$ cat src/rtl/tc_clk_gate_ctrl_pkg.sv
// -----------------------------------------------------------------------------
// tc_clk_pkg
//   Shared types for the clock-gate sequencer.
//   - clk_gate_state_e : per-channel FSM state. The encoding is visible on
//                        state_o, so the values are fixed.
//   - cnt_width()      : width of a down-counter that is loaded with n-1.
//                        The result is never smaller than 1 bit, so that
//                        SETTLE_CYC=1 and DRAIN_CYC=1 still elaborate.
// -----------------------------------------------------------------------------
package tc_clk_pkg;

    typedef enum logic [1:0] {
        GATED    = 2'd0,
        WAKING   = 2'd1,
        RUNNING  = 2'd2,
        DRAINING = 2'd3
    } clk_gate_state_e;

    // Counter width needed to hold the values 0 .. n-1.
    function automatic int cnt_width(input int n);
        return (n <= 2) ? 1 : $clog2(n);
    endfunction

endpackage

$ cat src/rtl/tc_clk_gate_ctrl_if.sv
// -----------------------------------------------------------------------------
// tc_clk_gate_ctrl_if
//   Requester-side bundle of the clock-gate sequencer.
//   Handshake: req_i[n] (or sw_on_i[n]) is a level request for domain n.
//   ack_o[n] high means the domain clock has settled and stays enabled for as
//   long as ack_o[n] is high. A requester uses the domain only while both its
//   request and ack_o[n] are high. Dropping the request starts the idle timeout.
//   Signals:
//     req_i    [NUM_CH]    requester wake level
//     sw_on_i  [NUM_CH]    software force-on, which acts as a held request
//     ack_o    [NUM_CH]    domain clock stable and guaranteed on
//     clk_en_o [NUM_CH]    enables to the integrator's gate cells
//     state_o  [2*NUM_CH]  per-channel FSM state; channel n is at [2n+1:2n]
//     busy_o               some channel is not GATED
//   The master modport is the requester/bench side. The slave modport is the
//   sequencer side.
// -----------------------------------------------------------------------------
interface tc_clk_gate_ctrl_if #(
    parameter int NUM_CH = 4
);
    logic [NUM_CH-1:0]   req_i;
    logic [NUM_CH-1:0]   sw_on_i;
    logic [NUM_CH-1:0]   ack_o;
    logic [NUM_CH-1:0]   clk_en_o;
    logic [2*NUM_CH-1:0] state_o;
    logic                busy_o;

    modport master (
        output req_i, sw_on_i,
        input  ack_o, clk_en_o, state_o, busy_o
    );

    modport slave (
        input  req_i, sw_on_i,
        output ack_o, clk_en_o, state_o, busy_o
    );
endinterface

$ cat src/rtl/tc_clk_gate_ctrl_chan.sv
// -----------------------------------------------------------------------------
// tc_clk_gate_chan
//   Sequencer for a single gated domain. It holds the FSM and its
//   settle, drain and idle counters.
//   Ports:
//     clk_i, rst_ni   root clock, synchronous active-low reset
//     wake_i          req | sw_on for this channel
//     gate_en_i       0 forces the channel to RUNNING and holds the counters at 0
//     idle_thresh_i   idle cycles tolerated in RUNNING before draining
//     ack_o           high in RUNNING
//     en_o            high in every state except GATED
//     state_o         current FSM state
//   ack_o and en_o are decoded from the state register only, so they behave
//   as registered outputs.
// -----------------------------------------------------------------------------
module tc_clk_gate_chan
    import tc_clk_pkg::*;
#(
    parameter int SETTLE_CYC = 2,
    parameter int DRAIN_CYC  = 4,
    parameter int IDLE_W     = 8
) (
    input  logic              clk_i,
    input  logic              rst_ni,
    input  logic              wake_i,
    input  logic              gate_en_i,
    input  logic [IDLE_W-1:0] idle_thresh_i,
    output logic              ack_o,
    output logic              en_o,
    output clk_gate_state_e   state_o
);
    localparam int SETTLE_W = cnt_width(SETTLE_CYC);
    localparam int DRAIN_W  = cnt_width(DRAIN_CYC);

    localparam logic [SETTLE_W-1:0] SETTLE_LOAD = SETTLE_W'(SETTLE_CYC - 1);
    localparam logic [DRAIN_W-1:0]  DRAIN_LOAD  = DRAIN_W'(DRAIN_CYC - 1);
    localparam logic [IDLE_W-1:0]   IDLE_MAX    = '1;

    clk_gate_state_e     state_q, state_d;
    logic [SETTLE_W-1:0] settle_cnt_q, settle_cnt_d;
    logic [DRAIN_W-1:0]  drain_cnt_q, drain_cnt_d;
    logic [IDLE_W-1:0]   idle_cnt_q, idle_cnt_d;

    always_comb begin
        state_d      = state_q;
        settle_cnt_d = settle_cnt_q;
        drain_cnt_d  = drain_cnt_q;
        idle_cnt_d   = idle_cnt_q;
        if (!gate_en_i) begin
            // Gating is disabled, so the domain is free-running from any state.
            state_d      = RUNNING;
            settle_cnt_d = '0;
            drain_cnt_d  = '0;
            idle_cnt_d   = '0;
        end else begin
            case (state_q)
                GATED: begin
                    if (wake_i) begin
                        state_d      = WAKING;
                        settle_cnt_d = SETTLE_LOAD;
                    end
                end
                WAKING: begin
                    // A wake that drops here does not abort the settle.
                    if (settle_cnt_q == '0) begin
                        state_d    = RUNNING;
                        idle_cnt_d = '0;
                    end else begin
                        settle_cnt_d = settle_cnt_q - SETTLE_W'(1);
                    end
                end
                RUNNING: begin
                    if (wake_i) begin
                        idle_cnt_d = '0;
                    end else if ((idle_cnt_q == idle_thresh_i) || (idle_cnt_q == IDLE_MAX)) begin
                        // The saturation term lets a threshold lowered below the
                        // running count still drain once the counter tops out.
                        state_d     = DRAINING;
                        drain_cnt_d = DRAIN_LOAD;
                    end else begin
                        idle_cnt_d = idle_cnt_q + IDLE_W'(1);
                    end
                end
                DRAINING: begin
                    // The clock never stopped, so a new wake needs no re-settle.
                    if (wake_i) begin
                        state_d    = RUNNING;
                        idle_cnt_d = '0;
                    end else if (drain_cnt_q == '0) begin
                        state_d = GATED;
                    end else begin
                        drain_cnt_d = drain_cnt_q - DRAIN_W'(1);
                    end
                end
                default: state_d = GATED;
            endcase
        end
    end

    always_ff @(posedge clk_i) begin
        if (!rst_ni) begin
            state_q      <= GATED;
            settle_cnt_q <= '0;
            drain_cnt_q  <= '0;
            idle_cnt_q   <= '0;
        end else begin
            state_q      <= state_d;
            settle_cnt_q <= settle_cnt_d;
            drain_cnt_q  <= drain_cnt_d;
            idle_cnt_q   <= idle_cnt_d;
        end
    end

    assign ack_o   = (state_q == RUNNING);
    assign en_o    = (state_q != GATED);
    assign state_o = state_q;

endmodule

$ cat src/rtl/tc_clk_gate_ctrl.sv
// -----------------------------------------------------------------------------
// tc_clk_gate_ctrl
//   Per-channel clock-gate sequencer running on the root clock. It produces
//   the en_i inputs of NUM_CH clock-gating cells. The integrator instantiates
//   those cells outside this block.
//   Ports:
//     clk_i          root clock (ungated)
//     rst_ni         synchronous active-low reset
//     gate_en_i      0: gating disabled, all domains forced to RUNNING
//     test_en_i      forces clk_en_o to all-ones; ack and the FSMs are unaffected
//     idle_thresh_i  idle cycles tolerated in RUNNING before draining
//     bus            req/sw_on in; ack/clk_en/state/busy out (slave modport)
// -----------------------------------------------------------------------------
module tc_clk_gate_ctrl
    import tc_clk_pkg::*;
#(
    parameter int NUM_CH     = 4,
    parameter int SETTLE_CYC = 2,
    parameter int DRAIN_CYC  = 4,
    parameter int IDLE_W     = 8
) (
    input  logic              clk_i,
    input  logic              rst_ni,
    input  logic              gate_en_i,
    input  logic              test_en_i,
    input  logic [IDLE_W-1:0] idle_thresh_i,
    tc_clk_gate_ctrl_if.slave bus
);
    logic [NUM_CH-1:0] ack_w;
    logic [NUM_CH-1:0] en_w;
    logic [NUM_CH-1:0] busy_w;

    for (genvar n = 0; n < NUM_CH; n++) begin : g_ch
        clk_gate_state_e st_w;

        tc_clk_gate_chan #(
            .SETTLE_CYC (SETTLE_CYC),
            .DRAIN_CYC  (DRAIN_CYC),
            .IDLE_W     (IDLE_W)
        ) u_chan (
            .clk_i         (clk_i),
            .rst_ni        (rst_ni),
            .wake_i        (bus.req_i[n] | bus.sw_on_i[n]),
            .gate_en_i     (gate_en_i),
            .idle_thresh_i (idle_thresh_i),
            .ack_o         (ack_w[n]),
            .en_o          (en_w[n]),
            .state_o       (st_w)
        );

        assign bus.state_o[2*n +: 2] = st_w;
        assign busy_w[n]             = (st_w != GATED);

        // The domain clock is on whenever ack is high, and it stays on in the cycle after.
        a_ack_en  : assert property (@(posedge clk_i) disable iff (!rst_ni)
                                     bus.ack_o[n] |-> bus.clk_en_o[n]);
        a_en_hold : assert property (@(posedge clk_i) disable iff (!rst_ni)
                                     bus.ack_o[n] |=> bus.clk_en_o[n]);
    end

    // test_en is the only combinational path to an output.
    assign bus.clk_en_o = en_w | {NUM_CH{test_en_i}};
    assign bus.ack_o    = ack_w;
    assign bus.busy_o   = |busy_w;

endmodule
$ cat src/flat_wrapper.sv
// flat-port wrapper written by rule: the top's interface ports become plain ports
module tc_clk_gate_ctrl_flat import tc_clk_pkg::*;
#(
    parameter int NUM_CH     = 4,
    parameter int SETTLE_CYC = 2,
    parameter int DRAIN_CYC  = 4,
    parameter int IDLE_W     = 8
)
  (clk_i, rst_ni, gate_en_i, test_en_i, idle_thresh_i, bus_req_i, bus_sw_on_i, bus_ack_o, bus_clk_en_o, bus_state_o, bus_busy_o);
  tc_clk_gate_ctrl_if #(.NUM_CH(NUM_CH)) bus_i ();
  input  logic clk_i;
  input  logic rst_ni;
  input  logic gate_en_i;
  input  logic test_en_i;
  input  logic [IDLE_W-1:0] idle_thresh_i;
  input wire logic [$bits(bus_i.req_i)-1:0] bus_req_i;
  input wire logic [$bits(bus_i.sw_on_i)-1:0] bus_sw_on_i;
  output wire logic [$bits(bus_i.ack_o)-1:0] bus_ack_o;
  output wire logic [$bits(bus_i.clk_en_o)-1:0] bus_clk_en_o;
  output wire logic [$bits(bus_i.state_o)-1:0] bus_state_o;
  output wire logic [$bits(bus_i.busy_o)-1:0] bus_busy_o;
  assign bus_i.req_i = bus_req_i;
  assign bus_i.sw_on_i = bus_sw_on_i;
  assign bus_ack_o = bus_i.ack_o;
  assign bus_clk_en_o = bus_i.clk_en_o;
  assign bus_state_o = bus_i.state_o;
  assign bus_busy_o = bus_i.busy_o;
  tc_clk_gate_ctrl #(.NUM_CH(NUM_CH), .SETTLE_CYC(SETTLE_CYC), .DRAIN_CYC(DRAIN_CYC), .IDLE_W(IDLE_W)) u_core (.clk_i(clk_i), .rst_ni(rst_ni), .gate_en_i(gate_en_i), .test_en_i(test_en_i), .idle_thresh_i(idle_thresh_i), .bus(bus_i));
endmodule
$ cat config.mk
export PLATFORM = sky130hd
export DESIGN_NAME = tc_clk_gate_ctrl_flat
export DESIGN_NICKNAME = d
export VERILOG_FILES = /design/src/rtl/tc_clk_gate_ctrl_pkg.sv /design/src/rtl/tc_clk_gate_ctrl_if.sv /design/src/rtl/tc_clk_gate_ctrl_chan.sv /design/src/rtl/tc_clk_gate_ctrl.sv /design/src/flat_wrapper.sv
export SDC_FILE = /design/constraint.sdc
export NUM_CORES = 1
export LEC_CHECK = 0
export BUFFER_PORTS_ARGS = -buffer_cell sky130_fd_sc_hd__buf_2
export CORE_UTILIZATION = 25
export DETAILED_ROUTE_END_ITERATION = 16
export HOLD_SLACK_MARGIN = 0.08
export PLACE_DENSITY_LB_ADDON = 0.15
export SYNTH_ARGS = -nofsm -noshare
export SYNTH_HDL_FRONTEND = slang
export SYNTH_SLANG_ARGS = --single-unit
$ cat constraint.sdc
create_clock -name clk_i -period 2.05 [get_ports clk_i]
set_input_delay 0.41 -clock clk_i [delete_from_list [all_inputs] [get_ports clk_i]]
set_output_delay 0.41 -clock clk_i [all_outputs]
set_load 0.03 [all_outputs]
# Yosys cells after proc, flatten, opt, wreduce, memory -nomap -nowiden
# Cells that the tools add are included.
# totals
ff_bits	52
inputBits	20
out_inout_bits	17
# op_classes
addsub	12
n_eq_ne	76
n_mux	76
bitwise	5
n_reduce_logical	50
# ops
op	count
$mux 8	16
$pmux 8 s3	4
$mux 2	36
$ne 3x3->1 const B	20
$reduce_and 5->1	12
$ne 2x2->1 const B	24
$add 8x1->8 const B	4
$eq 8x8->1	4
$eq 8x8->1 const B	4
$pmux 2 s4	4
$reduce_bool 2->1	12
$eq 2x2->1 const B	8
$logic_not 2->1	8
$ne 4x4->1 const B	4
$pmux 2 s2	4
$reduce_and 4->1	4
$ne 3x2->1 const B	4
$reduce_bool 3->1	4
$reduce_and 2->1	5
$eq 2x1->1 const B	4
$mux 1	8
$ne 2x1->1 const B	4
$pmux 1 s2	4
$sub 2x1->2 const B	4
other kinds (5)	14

# Logic depth before layout (Yosys ltp)
# depth
ltp_word	6
ltp_mapped	7

# By module
# Synthesis repeated with hierarchy kept, for this count alone.
# hier_totals
hier_cells	423
area_unflattened_um2	3529.6
# modules_own_cells
mod	n_inst	cells_per_inst	area_per_inst_um2	seq_area_each_um2
tc_clk_gate_chan	4	103	865.8	260.2
tc_clk_gate_ctrl	1	11	66.3	0.0

# Worst setup path after synthesis
# No wires, ideal clock.
# synth_path
path_kind	register -> register
startpoint	reg u_core.g_ch[1].u_chan.state_q[1]
endpoint	reg u_core.g_ch[1].u_chan.idle_cnt_q[3]
setup_ns	0.058
t_arrival_ns	1.743
required_time_ns	1.992
path_slack_ns	0.249
stages_incl_launch_ff	7
cell_sequence	dfxtp_1 > buf_2 > nand2_1 > o32ai_1 > and2_1 > a32o_1 > a31o_2
# synth_via
elab_chain_cells	3
word_cells_on_any_way	9
classes_between	eq/ne: 6; mux: 1; reduce/logical: 2
# synth_lines
element	line_no	text
from (decl)	tc_clk_gate_ctrl_chan.sv:39	clk_gate_state_e state_q, state_d;
from (signal assigned)	tc_clk_gate_ctrl_chan.sv:107	state_q <= state_d;
$eq 2x2->1 or $eq 2x1->1 (tied branches)	tc_clk_gate_ctrl_chan.sv:56	case (state_q)
$ne 3x3->1 (no line), or another cell as far along	--	
$reduce_and 4->1 (no line)	--	
to (signal assigned)	tc_clk_gate_ctrl_chan.sv:110	idle_cnt_q <= idle_cnt_d;
to (decl)	tc_clk_gate_ctrl_chan.sv:42	logic [IDLE_W-1:0] idle_cnt_q, idle_cnt_d;
# Several ways; a longest one is shown, not always the timed one.
# A chain may end at the register's enable or synchronous reset.

# Final worst setup path
# layout_path
startpoint	reg u_core.g_ch[3].u_chan.idle_cnt_q[6]
endpoint	reg u_core.g_ch[3].u_chan.idle_cnt_q[7]
# layout_via
elab_chain_cells	4
word_cells_on_any_way	9
classes_between	add/sub: 1; eq/ne: 3; mux: 3; reduce/logical: 2
# layout_lines
element	line_no	text
from (decl)	tc_clk_gate_ctrl_chan.sv:42	
from (signal assigned)	tc_clk_gate_ctrl_chan.sv:110	
$add 8x1->8 or $eq 8x8->1 (tied branches)	tc_clk_gate_ctrl_chan.sv:81, tc_clk_gate_ctrl_chan.sv:75	
$mux 8 or $logic_or 1x1->1 (tied branches)	tc_clk_gate_ctrl_chan.sv:75	end else if ((idle_cnt_q == idle_thresh_i) || (idle_cnt_q == IDLE_MAX)) begin
$mux 8 or $ne 3x3->1 (tied branches)	--	
$pmux 8 s3 or $reduce_and 4->1 (tied branches)	--	
# Several ways; a longest one is shown, not always the timed one. The select of a mux whose other input is x is not followed.

==> results.yml <==
cts:
  cts_tree: "done"
  cts_root_buffer: "clkbuf_16"
  post_cts_buffers: 0
  clock-sinks: 52
  cts_inserted_buffers: 5
  clk_pin_slew_ps: 70
  cts_resized: 0
  insertion_delay_ps: 300
  cts_htree_levels: 2
  cts.hold.buffers_added: 0
  cts_max_path_buffers: 2
timing:
  finalWorstSetupSlack_ps: 191.2
  drv_slew: 0
  fin_skew_ps: 4.428
  fin_tns_setup_ps: 0
  finalHoldWorstSlack_ps: 449.8
  finalSetupViolCount: 0
  fmax_mhz: 538.0
  hold_viol_final: 0
  worst_pin_slew_ps: 618.0
  rsz0062_at_grt: "no"
  slew-limit-headroom_pct: 58.80
  min_period_ps: 1859
  fin_crit_sh_pct: 90.68
routing:
  routed_wl_microns: 9725
  detailedRoute.firstPassIterationCount: 4
  drc: 0
  num_vias: 3232
  viasPerCell: 4.942
  ant_nets: 0
  drtIter0Drc: 273
  wl_per_cell_microns: 14.87
logic_synthesis:
  ys_seq_elements: 52
  ys_seq_area_share_pct: 30.30
  ys.flop_type: "dfxtp_1"
  synth_edf_count: 0
  ys_warn_count: 0
  synth_top_area_share_pct: 30.30
  async_reset_ff_share_pct: 0
  syn-num-nets: 443
  synth_cells: 415
  postSynthAreaPerCell_sq_um: 8.279
  syn_area_sq_mm: 0.003436
  yosysTopAreaCell: "dfxtp_1"
  ys_types: 70
  synthTopCellsByArea: "dfxtp_1 30%, xor2_1 6.1%, nand2_1 3.8%"
critical_path:
  rr_worst_depth: 6
  crit_end: "u_core.g_ch[3].u_chan.idle_cnt_q[7]"
  cp-end-kind: "flip-flop"
  slowest_delay_ps: 440
  critPathBufInv: 1
  worst-setup-path-type: "reg2reg"
  path_depth: 6
  r2r-end: "u_core.g_ch[3].u_chan.idle_cnt_q[7]"
  worstPathMaxFanout: 6
  timing.rr.start: "u_core.g_ch[3].u_chan.idle_cnt_q[6]"
  critPathTopFamily: "compound AO/OA/AOI/OAI gates"
  critPathRequiredTime_ps: 2240
  cp_cell_sequence: "xor2_1 -> nor4_1 -> buf_4 -> a211o_2 -> and3_4 -> a221o_1"
  arrival_ps: 2040
  critPathSlowestCell: "dfxtp_1"
  start_kind: "flip-flop"
  startpoint: "u_core.g_ch[3].u_chan.idle_cnt_q[6]"
  r2r_slack_ps: 190
cells_and_area:
  area_growth_pct: 21.01
  final_util_pct: 31.15
  drive_gt1_share_pct: 23.22
  final_cells: 654
  regArea_sq_mm: 0.001041
  final_nets: 505
  num_antenna_cells: 0
  fill_cells: 1452
  multi_input_comb_area_sq_mm: 0.002181
outcome:
  status: "complete, no violations"
grt:
  grt_pass1_wl_microns: 15980
  grt_max_degree: 16
  first_global_vias: 3067
  grt.overflow.total: 0
  antenna_found_initial: 0
  globalRouteTotalUtil_pct: 14.36
floorplan:
  core-area_sq_mm: 0.01335
  row_count: 42
  fp.dieH_microns: 119.2
  fp.dieW_microns: 119.2
  initial_core_util_pct: 25.74
  die_area_sq_mm: 0.01422
  io_pins: 37
flow_run:
  maxCapViolations: 0
placement:
  pre_cts_ws_ps: 67.33
  hpwl_microns: 7586
  gp_congestion: 0.8081
  dp.cells: 646
  port_buffers: 36
worst_hold_path:
  hold_path_class: "in2reg"
pwr:
  power_density_mw_per_mm2: 584.0
  vdd_drop_max_mv: 0.2642
  p_leak_nw: 1.725
logic make-up after synthesis:
| logic type | count (synthesis) | share of synthesized area [%] |
|---|---|---|
| AOI/OAI and AO/OA | 100 | 21.89 |
| xor gates and xnor gates | 32 | 8.157 |
| adders and majority gates | 8 | 2.913 |
| buffers and inverters | 42 | 6.227 |
| DFF | 52 | 30.30 |
| muxes | 6 | 1.821 |
| and+or+nand+nor | 175 | 28.70 |
synth_stat cells (6+ instances only):
| cell | n |
|---|---|
| inv_1 | 23 |
| o21ai_0 | 14 |
| and3_1 | 10 |
| dfxtp_1 | 52 |
| nand2_1 | 35 |
| nand3_1 | 21 |
| a21oi_1 | 18 |
| xnor2_1 | 8 |
| ha_1 | 8 |
| buf_2 | 8 |
| and2_1 | 7 |
| a221o_1 | 8 |
| xor2_1 | 24 |
| nor4_1 | 7 |
| a211oi_1 | 6 |
| nor3b_1 | 6 |
| nor3_1 | 13 |
| nand4_1 | 9 |
| a31oi_1 | 6 |
| nor2_1 | 31 |
placed cells by master, fill, tap and decap left out, types with 8 or more instances in the layout:
| cell | count |
|---|---|
| nor2_1 | 31 |
| and3_1 | 10 |
| nand4_1 | 9 |
| ha_1 | 8 |
| o21ai_0 | 14 |
| xor2_1 | 24 |
| nand3_1 | 21 |
| buf_2 | 36 |
| dfxtp_1 | 52 |
| buf_4 | 38 |
| inv_1 | 23 |
| nand2_1 | 35 |
| nor3_1 | 13 |
| xnor2_1 | 8 |
| a221o_1 | 8 |
| a21oi_1 | 18 |
power breakdown:
group,switching (W),total [W],internal (W)
Sequential,0.0000401,0.00107,0.00103
Clock,0.000404,0.000981,0.000576
Combinational,0.000230,0.000374,0.000144
final cells by class:
class | instances | area share (%)
Timing Repair Buffer | 74 | 11.19
Tap cell | 176 | 5.296
Sequential cell | 52 | 25.04
Clock inverter | 2 | 0.8426
Multi-Input combinational cell | 321 | 52.45
Clock buffer | 6 | 3.100
Inverter | 23 | 2.076
worst min-delay path: stages:
cell and delay (ps):
buf_2 80, buf_4 130, a21boi_0 70
per-stage QoR:
stage / power [W] / cell area, sq um
after global placement: 0.001476 / 3994
after CTS: 0.002480 / 4158
final: 0.002428 / 4158
after detailed placement: 0.001477 / 3994
after floorplan: 0.001338 / 3436
after global routing: 0.002561 / 4158
worst min path at each step:
stage          cells after the start                                    to                                  from  slack [ps]
2_1_floorplan                      2  u_core.g_ch[0].u_chan.drain_cnt_q[1]  u_core.g_ch[0].u_chan.drain_cnt_q[1]         430
3_3_place_gp                       2  u_core.g_ch[0].u_chan.drain_cnt_q[1]  u_core.g_ch[0].u_chan.drain_cnt_q[1]         450
3_5_place_dp                       1  u_core.g_ch[2].u_chan.drain_cnt_q[1]  u_core.g_ch[2].u_chan.drain_cnt_q[1]         460
4_1_cts                            3      u_core.g_ch[2].u_chan.state_o[1]                             gate_en_i         440
5_1_grt                            3      u_core.g_ch[3].u_chan.state_o[1]                             gate_en_i         450
6_report                           3      u_core.g_ch[2].u_chan.state_o[1]                             gate_en_i         450
per-layer routing:
layer	GRT usage [%]	wire, microns
met1	17.29	4342
met2	25.65	4883
met3	2.155	288
met4	5.142	210
met5	0	0
sequential cells by signal, summed over array words and instances, names as in the netlist:
signal / count
u_core.g_ch.u_chan.drain_cnt_q: 8
u_core.g_ch.u_chan.idle_cnt_q: 32
u_core.g_ch.u_chan.settle_cnt_q: 4
u_core.g_ch.u_chan.state_o: 8
(Power assumes the default switching activity.)
